File: src/rtl/alu_decoder_mc_pkg.sv
// Shared definitions for the multi-cycle ALU decoder: ALU control codes,
// alu_op codes, funct7 classes, FSM states and the decode result bundle.
package alu_decoder_mc_pkg;

    typedef logic [4:0] alu_ctrl_t;

    localparam alu_ctrl_t ALU_ADD    = 5'd0;
    localparam alu_ctrl_t ALU_SUB    = 5'd1;
    localparam alu_ctrl_t ALU_AND    = 5'd2;
    localparam alu_ctrl_t ALU_OR     = 5'd3;
    localparam alu_ctrl_t ALU_XOR    = 5'd4;
    localparam alu_ctrl_t ALU_SLT    = 5'd5;
    localparam alu_ctrl_t ALU_SLTU   = 5'd6;
    localparam alu_ctrl_t ALU_SLL    = 5'd7;
    localparam alu_ctrl_t ALU_SRL    = 5'd8;
    localparam alu_ctrl_t ALU_SRA    = 5'd9;
    localparam alu_ctrl_t ALU_MUL    = 5'd10;
    localparam alu_ctrl_t ALU_MULH   = 5'd11;
    localparam alu_ctrl_t ALU_MULHSU = 5'd12;
    localparam alu_ctrl_t ALU_MULHU  = 5'd13;
    localparam alu_ctrl_t ALU_DIV    = 5'd14;
    localparam alu_ctrl_t ALU_DIVU   = 5'd15;
    localparam alu_ctrl_t ALU_REM    = 5'd16;
    localparam alu_ctrl_t ALU_REMU   = 5'd17;

    localparam logic [1:0] ALUOP_MEM    = 2'b00;
    localparam logic [1:0] ALUOP_BRANCH = 2'b01;
    localparam logic [1:0] ALUOP_ARITH  = 2'b10;
    localparam logic [1:0] ALUOP_RSVD   = 2'b11;

    localparam logic [6:0] F7_BASE   = 7'b0000000;
    localparam logic [6:0] F7_ALT    = 7'b0100000;
    localparam logic [6:0] F7_MULDIV = 7'b0000001;

    typedef enum logic [1:0] {
        ST_IDLE  = 2'd0,
        ST_MULTI = 2'd1,
        ST_HOLD  = 2'd2
    } state_e;

    typedef struct packed {
        alu_ctrl_t ctrl;
        logic      illegal;
        logic      is_mul;
        logic      is_div;
    } dec_t;

    function automatic int unsigned max_u(input int unsigned a, input int unsigned b);
        return (a > b) ? a : b;
    endfunction

    function automatic logic f7_is_known(input logic [6:0] f7);
        return (f7 == F7_BASE) || (f7 == F7_ALT) || (f7 == F7_MULDIV);
    endfunction

endpackage

File: src/rtl/alu_decoder_mc_decode_comb.sv
// Pure combinational decode of {alu_op, funct3, funct7, op5} into an ALU
// control code plus illegal / mul / div classification.
module alu_decode_comb
    import alu_decoder_mc_pkg::*;
#(
    parameter bit EN_M = 1'b1
) (
    input  logic [1:0] alu_op_in,
    input  logic [2:0] funct3_in,
    input  logic [6:0] funct7_in,
    input  logic       op5_in,
    output dec_t       dec_out
);

    always_comb begin
        dec_out      = '0;
        dec_out.ctrl = ALU_ADD;
        case (alu_op_in)
            ALUOP_MEM:    dec_out.ctrl = ALU_ADD;
            ALUOP_BRANCH: dec_out.ctrl = ALU_SUB;
            ALUOP_ARITH: begin
                if (op5_in && (funct7_in == F7_MULDIV)) begin
                    if (EN_M) begin
                        // RV32M codes are laid out contiguously in funct3 order
                        dec_out.ctrl   = ALU_MUL + {2'b00, funct3_in};
                        dec_out.is_mul = ~funct3_in[2];
                        dec_out.is_div = funct3_in[2];
                    end else begin
                        dec_out.illegal = 1'b1;
                    end
                end else if (op5_in && !f7_is_known(funct7_in)) begin
                    dec_out.illegal = 1'b1;
                end else begin
                    case (funct3_in)
                        3'b000:  dec_out.ctrl = (op5_in && funct7_in[5]) ? ALU_SUB : ALU_ADD;
                        3'b001:  dec_out.ctrl = ALU_SLL;
                        3'b010:  dec_out.ctrl = ALU_SLT;
                        3'b011:  dec_out.ctrl = ALU_SLTU;
                        3'b100:  dec_out.ctrl = ALU_XOR;
                        3'b101:  dec_out.ctrl = funct7_in[5] ? ALU_SRA : ALU_SRL;
                        3'b110:  dec_out.ctrl = ALU_OR;
                        default: dec_out.ctrl = ALU_AND;
                    endcase
                end
            end
            default: dec_out.illegal = 1'b1;
        endcase
    end

endmodule

File: src/rtl/alu_decoder_mc.sv
// Registered ALU decoder with valid/ready handshake; mul/div results are held
// back for a configurable latency while busy_out stalls the datapath.
module alu_decoder_mc
    import alu_decoder_mc_pkg::*;
#(
    parameter int CTRL_W  = 5,
    parameter bit EN_M    = 1'b1,
    parameter int MUL_LAT = 3,
    parameter int DIV_LAT = 32
) (
    input  logic              clk_in,
    input  logic              reset_n_in,
    input  logic              valid_in,
    output logic              ready_out,
    input  logic [1:0]        alu_op_in,
    input  logic [2:0]        funct3_in,
    input  logic [6:0]        funct7_in,
    input  logic              op5_in,
    output logic              valid_out,
    input  logic              ready_in,
    output logic [CTRL_W-1:0] alu_control_out,
    output logic              illegal_out,
    output logic              busy_out
);

    localparam int unsigned MAX_LAT = max_u(MUL_LAT, DIV_LAT);
    localparam int          CNT_W   = $clog2(MAX_LAT + 1);
    localparam bit          MUL_MULTI = (MUL_LAT > 1);
    localparam bit          DIV_MULTI = (DIV_LAT > 1);
    // One cycle is spent entering MULTI and one leaving it, hence LAT-2
    localparam logic [CNT_W-1:0] MUL_CNT_INIT = CNT_W'(MUL_MULTI ? MUL_LAT - 2 : 0);
    localparam logic [CNT_W-1:0] DIV_CNT_INIT = CNT_W'(DIV_MULTI ? DIV_LAT - 2 : 0);

    dec_t             dec;
    state_e           state_q, state_d;
    logic [CNT_W-1:0] cnt_q, cnt_d;
    alu_ctrl_t        ctrl_q, ctrl_d;
    logic             illegal_q, illegal_d;
    logic             live_q, live_d;
    logic             accept;

    alu_decode_comb #(
        .EN_M(EN_M)
    ) u_decode (
        .alu_op_in (alu_op_in),
        .funct3_in (funct3_in),
        .funct7_in (funct7_in),
        .op5_in    (op5_in),
        .dec_out   (dec)
    );

    // live_q keeps ready_out low until the first clock after reset release
    assign live_d = 1'b1;

    always_comb begin
        state_d   = state_q;
        cnt_d     = cnt_q;
        ctrl_d    = ctrl_q;
        illegal_d = illegal_q;
        ready_out = 1'b0;
        accept    = 1'b0;

        case (state_q)
            ST_IDLE: ready_out = live_q;
            ST_MULTI: begin
                if (cnt_q == '0) begin
                    state_d = ST_HOLD;
                end else begin
                    cnt_d = cnt_q - 1'b1;
                end
            end
            ST_HOLD: begin
                ready_out = ready_in;
                if (ready_in && !valid_in) begin
                    state_d = ST_IDLE;
                end
            end
            default: state_d = ST_IDLE;
        endcase

        accept = valid_in & ready_out;
        if (accept) begin
            ctrl_d    = dec.ctrl;
            illegal_d = dec.illegal;
            state_d   = ST_HOLD;
            if (dec.is_mul && MUL_MULTI) begin
                state_d = ST_MULTI;
                cnt_d   = MUL_CNT_INIT;
            end else if (dec.is_div && DIV_MULTI) begin
                state_d = ST_MULTI;
                cnt_d   = DIV_CNT_INIT;
            end
        end
    end

    always_ff @(posedge clk_in or negedge reset_n_in) begin
        if (!reset_n_in) begin
            state_q   <= ST_IDLE;
            cnt_q     <= '0;
            ctrl_q    <= ALU_ADD;
            illegal_q <= 1'b0;
            live_q    <= 1'b0;
        end else begin
            state_q   <= state_d;
            cnt_q     <= cnt_d;
            ctrl_q    <= ctrl_d;
            illegal_q <= illegal_d;
            live_q    <= live_d;
        end
    end

    assign valid_out       = (state_q == ST_HOLD);
    assign busy_out        = (state_q == ST_MULTI);
    assign alu_control_out = CTRL_W'(ctrl_q);
    assign illegal_out     = illegal_q;

endmodule

File: config.mk
export PLATFORM = sky130hd
export DESIGN_NAME = alu_decoder_mc
export DESIGN_NICKNAME = d
export VERILOG_FILES = /design/src/rtl/alu_decoder_mc_pkg.sv /design/src/rtl/alu_decoder_mc_decode_comb.sv /design/src/rtl/alu_decoder_mc.sv
export SDC_FILE = /design/constraint.sdc
export NUM_CORES = 1
export LEC_CHECK = 0
export CAP_MARGIN = 5
export CORE_UTILIZATION = 48
export CTS_BUF_LIST = sky130_fd_sc_hd__clkbuf_16
export DETAILED_ROUTE_END_ITERATION = 10
export PLACE_DENSITY = 0.8
export SKIP_LAST_GASP = 1
export SYNTH_ARGS = -nofsm -noshare
export SYNTH_HDL_FRONTEND = slang
export SYNTH_SLANG_ARGS = --single-unit
File: constraint.sdc
create_clock -name clk_in -period 1.9 [get_ports clk_in]
set_input_delay 0.475 -clock clk_in [delete_from_list [all_inputs] [get_ports clk_in]]
set_output_delay 0.475 -clock clk_in [all_outputs]
set_load 0.02 [all_outputs]
# [After elaboration in Yosys (flattened, before gate mapping)]
# Cells that the tools add are included.
[word_totals] regBits=15 word_cells=61 output_inout_bits=9 input_bits=17
[classes] n_eq_ne=15 bitwise_logic=2 n_reduce_logical=15 n_mux=22 addsub=2
[ops] operator="$mux W6" n=6
[ops] operator="$pmux W5 S7" n=1
[ops] operator="$mux W2" n=7
[ops] operator="$pmux W5 S2" n=1
[ops] operator="$eq A3 B3 Y1 const B" n=3
[ops] operator="$eq A7 B1 Y1 const B" n=1
[ops] operator="$eq A7 B6 Y1 const B" n=1
[ops] operator="$logic_not A7 Y1" n=1
[ops] operator="$eq A3 B2 Y1 const B" n=2
[ops] operator="$logic_not A6 Y1" n=1
[ops] operator="$ne A3 B1 Y1 const B" n=2
[ops] operator="$pmux W2 S3" n=1
[ops] operator="$sub A6 B1 Y6 const B" n=1
[ops] operator="$add A4 B3 Y5 const A" n=1
[ops] operator="$mux W5" n=1
[ops] operator="$eq A2 B1 Y1 const B" n=2
[ops] operator="$eq A2 B2 Y1 const B" n=2
[ops] operator="$logic_and A1 B1 Y1" n=4
[ops] operator="$logic_not A2 Y1" n=2
[ops] operator="$pmux W1 S2" n=2
[ops] operator="$eq A3 B1 Y1 const B" n=1
[ops] operator="$logic_not A3 Y1" n=1
[ops] operator="$mux W1" n=3
[ops] operator="$reduce_and A3 Y1" n=1
[ops] operator="6 further kinds" n=8

# [Longest topological paths before layout]
[depth] ltp_word=8 mapped_depth=6 depth_no_buf=6

# [Cells and area by module]
# From an unflattened synthesis, not the netlist that was laid out.
[unflattened] hier_cells=104 hier_area_um2=1048.5
[modules_own_cells] mod="alu_decoder_mc" area_per_inst_um2=769.5 seq_area_each_um2=375.4 instances=1 cells_each=64
[modules_own_cells] mod="alu_decode_comb" area_per_inst_um2=279.0 seq_area_each_um2=0.0 instances=1 cells_each=40

# [Worst setup path before layout]
# OpenSTA, ideal clock, no wires.
[synth_path] path_type="input to register" startpoint="input port funct7_in[6]" endpoint="register state_q[1]" arrival_time_ns=1.801 required_time_ns=1.774 setup_time_ns=0.126 n_path_buf=0 setup_slack_ns=-0.026 path_stages=4 path_cell_list="or4_4 > nor3_4 > nand3_4 > a221o_1"
[synth_between] elab_chain_len=7
[synth_lines] item="start, declared" line="alu_decoder_mc.sv:17" rtl="input logic [6:0] funct7_in,"
[synth_lines] item="$eq A7 B1 Y1 *" line="alu_decoder_mc_decode_comb.sv:22" rtl="if (op5_in && (funct7_in == F7_MULDIV)) begin"
[synth_lines] item="$logic_and A1 B1 Y1 *" line="alu_decoder_mc_decode_comb.sv:22"
[synth_lines] item="$mux W2 *" line="alu_decoder_mc_decode_comb.sv:22"
[synth_lines] item="$mux W2 *" line="alu_decoder_mc_decode_comb.sv:18" rtl="case (alu_op_in)"
[synth_lines] item="$mux W2" line="alu_decoder_mc.sv:89" rtl="end else if (dec.is_div && DIV_MULTI) begin"
[synth_lines] item="$mux W2 *" line="alu_decoder_mc.sv:86" rtl="if (dec.is_mul && MUL_MULTI) begin"
[synth_lines] item="$mux W2 *" line="alu_decoder_mc.sv:82" rtl="if (accept) begin"
[synth_lines] item="end signal, assigned" line="alu_decoder_mc.sv:104" rtl="state_q <= state_d;"
[synth_lines] item="end, declared" line="alu_decoder_mc.sv:35" rtl="state_e state_q, state_d;"
# Every way passes the cells marked *; elsewhere a longest branch is shown, timed or not.
# A chain may end at the register's enable or synchronous reset.

# [Worst setup path after layout]
[layout_path] startpoint="register state_q[1]" endpoint="output port busy_out"
[layout_between] elab_chain_len=1
[layout_lines] item="$eq A2 B1 Y1" line="alu_decoder_mc.sv:113" rtl="assign busy_out = (state_q == ST_MULTI);"
[layout_lines] item="end, declared" line="alu_decoder_mc.sv:23" rtl="output logic busy_out"
# Every way passes these cells.

==> flow_metrics.py <==
metrics = {
    "clock_network": {
        "cts.sinks": 15,
        "clk-insertion-delay-late_ns": 0.24,
        "cts_buffer_depth": 2,
        "htreeDepth": 1,
        "root_buffer": "clkbuf_16",
        "cts_buffers": 3,
        "path_clk_slew_ns": 0.05,
        "hold_buffers": 0,
        "cts_tree": "done",
    },
    "logic_synthesis": {
        "yosysMostFrequentCell": "dfrtp_1",
        "synth_seq_cells": 15,
        "synthTopCellsByCount": "dfrtp_1 (15), inv_1 (10), nand2_1 (8), mux2_2 (7), o21ai_0 (7)",
        "netlist_top_cells_area": "dfrtp_1 (37%), mux2_2 (7.8%), ha_1 (7.4%)",
        "synthArstFlopShare_pct": 100.0,
        "synthesis.area_per_instance_um2": 9.676,
        "synth_nets": 128,
        "synthCells": 105,
        "ys_seq_area_share_pct": 36.95,
        "syn-cell-area_um2": 1016,
        "yosysTopAreaCell": "dfrtp_1",
        "synth_edf_count": 0,
        "synth_top_area_share_pct": 36.95,
        "ys.flop_type": "dfrtp_1",
        "yosysWarnings": 0,
        "ys_types": 38,
    },
    "finish": {
        "stdcell_count": 178,
        "areaGrowthSynthToFinish_pct": 47.91,
        "nNetsFinal": 175,
        "finalInstanceArea_um2": 1503,
        "seqCellArea_um2": 375.4,
        "final_util_pct": 75.82,
        "fillers": 130,
        "multiInputGateArea_um2": 608.1,
        "antennaDiodeCount": 0,
        "drive_above_1_share_pct": 25.83,
    },
    "route": {
        "vias_per_cell": 5.376,
        "ant_nets": 0,
        "wirelength_um": 2563,
        "drc": 0,
        "firstDrtPassIters": 4,
        "wl_per_cell_um": 14.40,
        "vias": 957,
        "drt-initial-drc-count": 33,
    },
    "placement": {
        "dp_cells": 174,
        "io_buffers": 25,
        "dp_hpwl_um": 1879,
        "dpl_cell_area_um2": 1434,
        "pre_cts_slack_ns": -0.4372,
        "globalplace.congestion": 0.8165,
    },
    "timing": {
        "rsz0062_at_grt": "no",
        "final_max_slew_viol_count": 0,
        "whs_ns": 0.4843,
        "period_minus_slack_ns": 1.838,
        "fin_tns_setup_ns": 0,
        "hold_viol": 0,
        "fmax_mhz": 543.9,
        "fin_ws_ns": 0.06159,
        "fin_skew_ns": 0.001102,
        "setup_viol": 0,
        "finalCritPeriodShare_pct": 96.76,
    },
    "power_and_ir_drop": {
        "seqPwrFrac_pct": 35.5,
        "p_int_mw": 0.7461,
        "p_leak_nw": 0.7193,
        "ir_drop_uv": 867.7,
        "switching_share_pct": 24.61,
        "p_clk_share_pct": 39.6,
        "total_power_mw": 0.9896,
        "p_switching_mw": 0.2436,
        "cellPowerDensity_nw_per_um2": 658.6,
        "combPwrFrac_pct": 24.9,
    },
    "global_route": {
        "grt_pass1_wl_um": 3974,
        "grt_max_degree": 16,
        "globalRouteOverflowTotal": 0,
        "grt_usage_pct": 25.57,
        "grt_pass1_vias": 926,
        "antenna_found_initial": 0,
    },
    "worst_setup_path": {
        "path_cells": "buf_4, nand2b_1, inv_1, dlygate4sd2_1",
        "slowest_delay_ns": 0.40,
        "path_buf_inv": 3,
        "path_class": "flip-flop to output pin",
        "path_delay_family": "buffers and inverters",
        "cp.required_ns": 1.42,
        "arrival_ns": 1.36,
        "slowest_stage": "dfrtp_1",
        "crit_fanout": 5,
        "setup.worst_path.start_class": "flip-flop",
        "cp-end-kind": "output pin",
    },
    "floorplanning": {
        "pin_count": 26,
        "fp.coreArea_um2": 1982,
        "rows": 16,
        "fp.dieH_um": 48.01,
        "die_w_um": 48.01,
        "fp.dieArea_um2": 2304,
        "start_util_pct": 51.26,
    },
    "min_path": {
        "worstHoldPathType": "flip-flop to flip-flop",
    },
    "job": {
        "cap_violations": 0,
    },
    "run_status": {
        "status": "complete, no violations",
    },
}
path summary, 6_finish.rpt:
check | startpoint | endpoint | slack (ns) | depth (start not counted)
worst max-delay path | state_q[1] | busy_out | 0.06 | 4
worst min-delay path | alu_control_out[3] | alu_control_out[3] | 0.48 | 2
worst max register to register | state_q[1] | cnt_q[4] | 0.10 | 6
worst min register to register | alu_control_out[3] | alu_control_out[3] | 0.48 | 2
max in group asynchronous | reset_n_in | cnt_q[3] | 1.18 | 2
min in group asynchronous | reset_n_in | live_q | 0.55 | 2
cell type report:
cell class	instances	share of cell area [%]
clock buffers	3	4.996
clock inverters	1	0.2498
inverters	10	2.498
multi-input cells	78	40.47
flip-flops and latches	15	24.98
well taps	27	2.248
repair buffers	44	24.56
registers in the layout (all words and copies together), names as in the netlist:
name             count
alu_control_out      5
illegal_out          1
live_q               1
state_q              2
cnt_q                6
what timing repair did:
| item | 4_1_cts | 5_1_grt |
|---|---|---|
| gates resized for setup | 13 | 8 |
| pin swaps | 5 | 4 |
| buffers inserted | 0 | 0 |
| setup endpoints to repair | 17 | 5 |
cell families after synthesis:
logic type / synth area share [%]
xor gates and xnor gates: 1.724
buffers and inverters: 4.556
and+or+nand+nor: 20.81
other: 0.3691
muxes: 11.70
AOI/OAI and AO/OA: 16.50
adders and majority gates: 7.389
DFF: 36.95
per-layer routing:
metal	GRT usage (%)	share of wire, %	vias to the layer above
met3	5.660	4.5	4
met2	44.59	49	28
met5	0	0	-
met4	10.00	1.1	0
met1	30.37	45	452
li1	-	-	473
worst min-delay path: cells and delay by family (launching register included):
family             cells  cell delay (ns)
and+or+nand+nor        1             0.05
DFF                    1             0.34
AOI/OAI and AO/OA      1             0.06
cells in the final DEF (no fill, tap or decap), types with 4 or more instances in the layout:
cell,netlist,final
buf_4,0,19
clkdlybuf4s50_1,0,17
dfrtp_1,15,15
inv_1,10,11
nand2_1,8,8
o21ai_0,7,7
mux2_2,7,6
ha_1,6,6
mux2i_1,4,4
clkbuf_2,0,4
power groups by stage:
stage	registers, mW	clock network [mW]	logic [mW]
after detailed placement	0.355	0	0.246
final	0.352	0.392	0.246
after CTS	0.351	0.398	0.247
after floorplan	0.372	0	0.0876
after global placement	0.354	0	0.238
after global routing	0.353	0.417	0.269
Note: power is estimated with default switching activity, not from simulation.
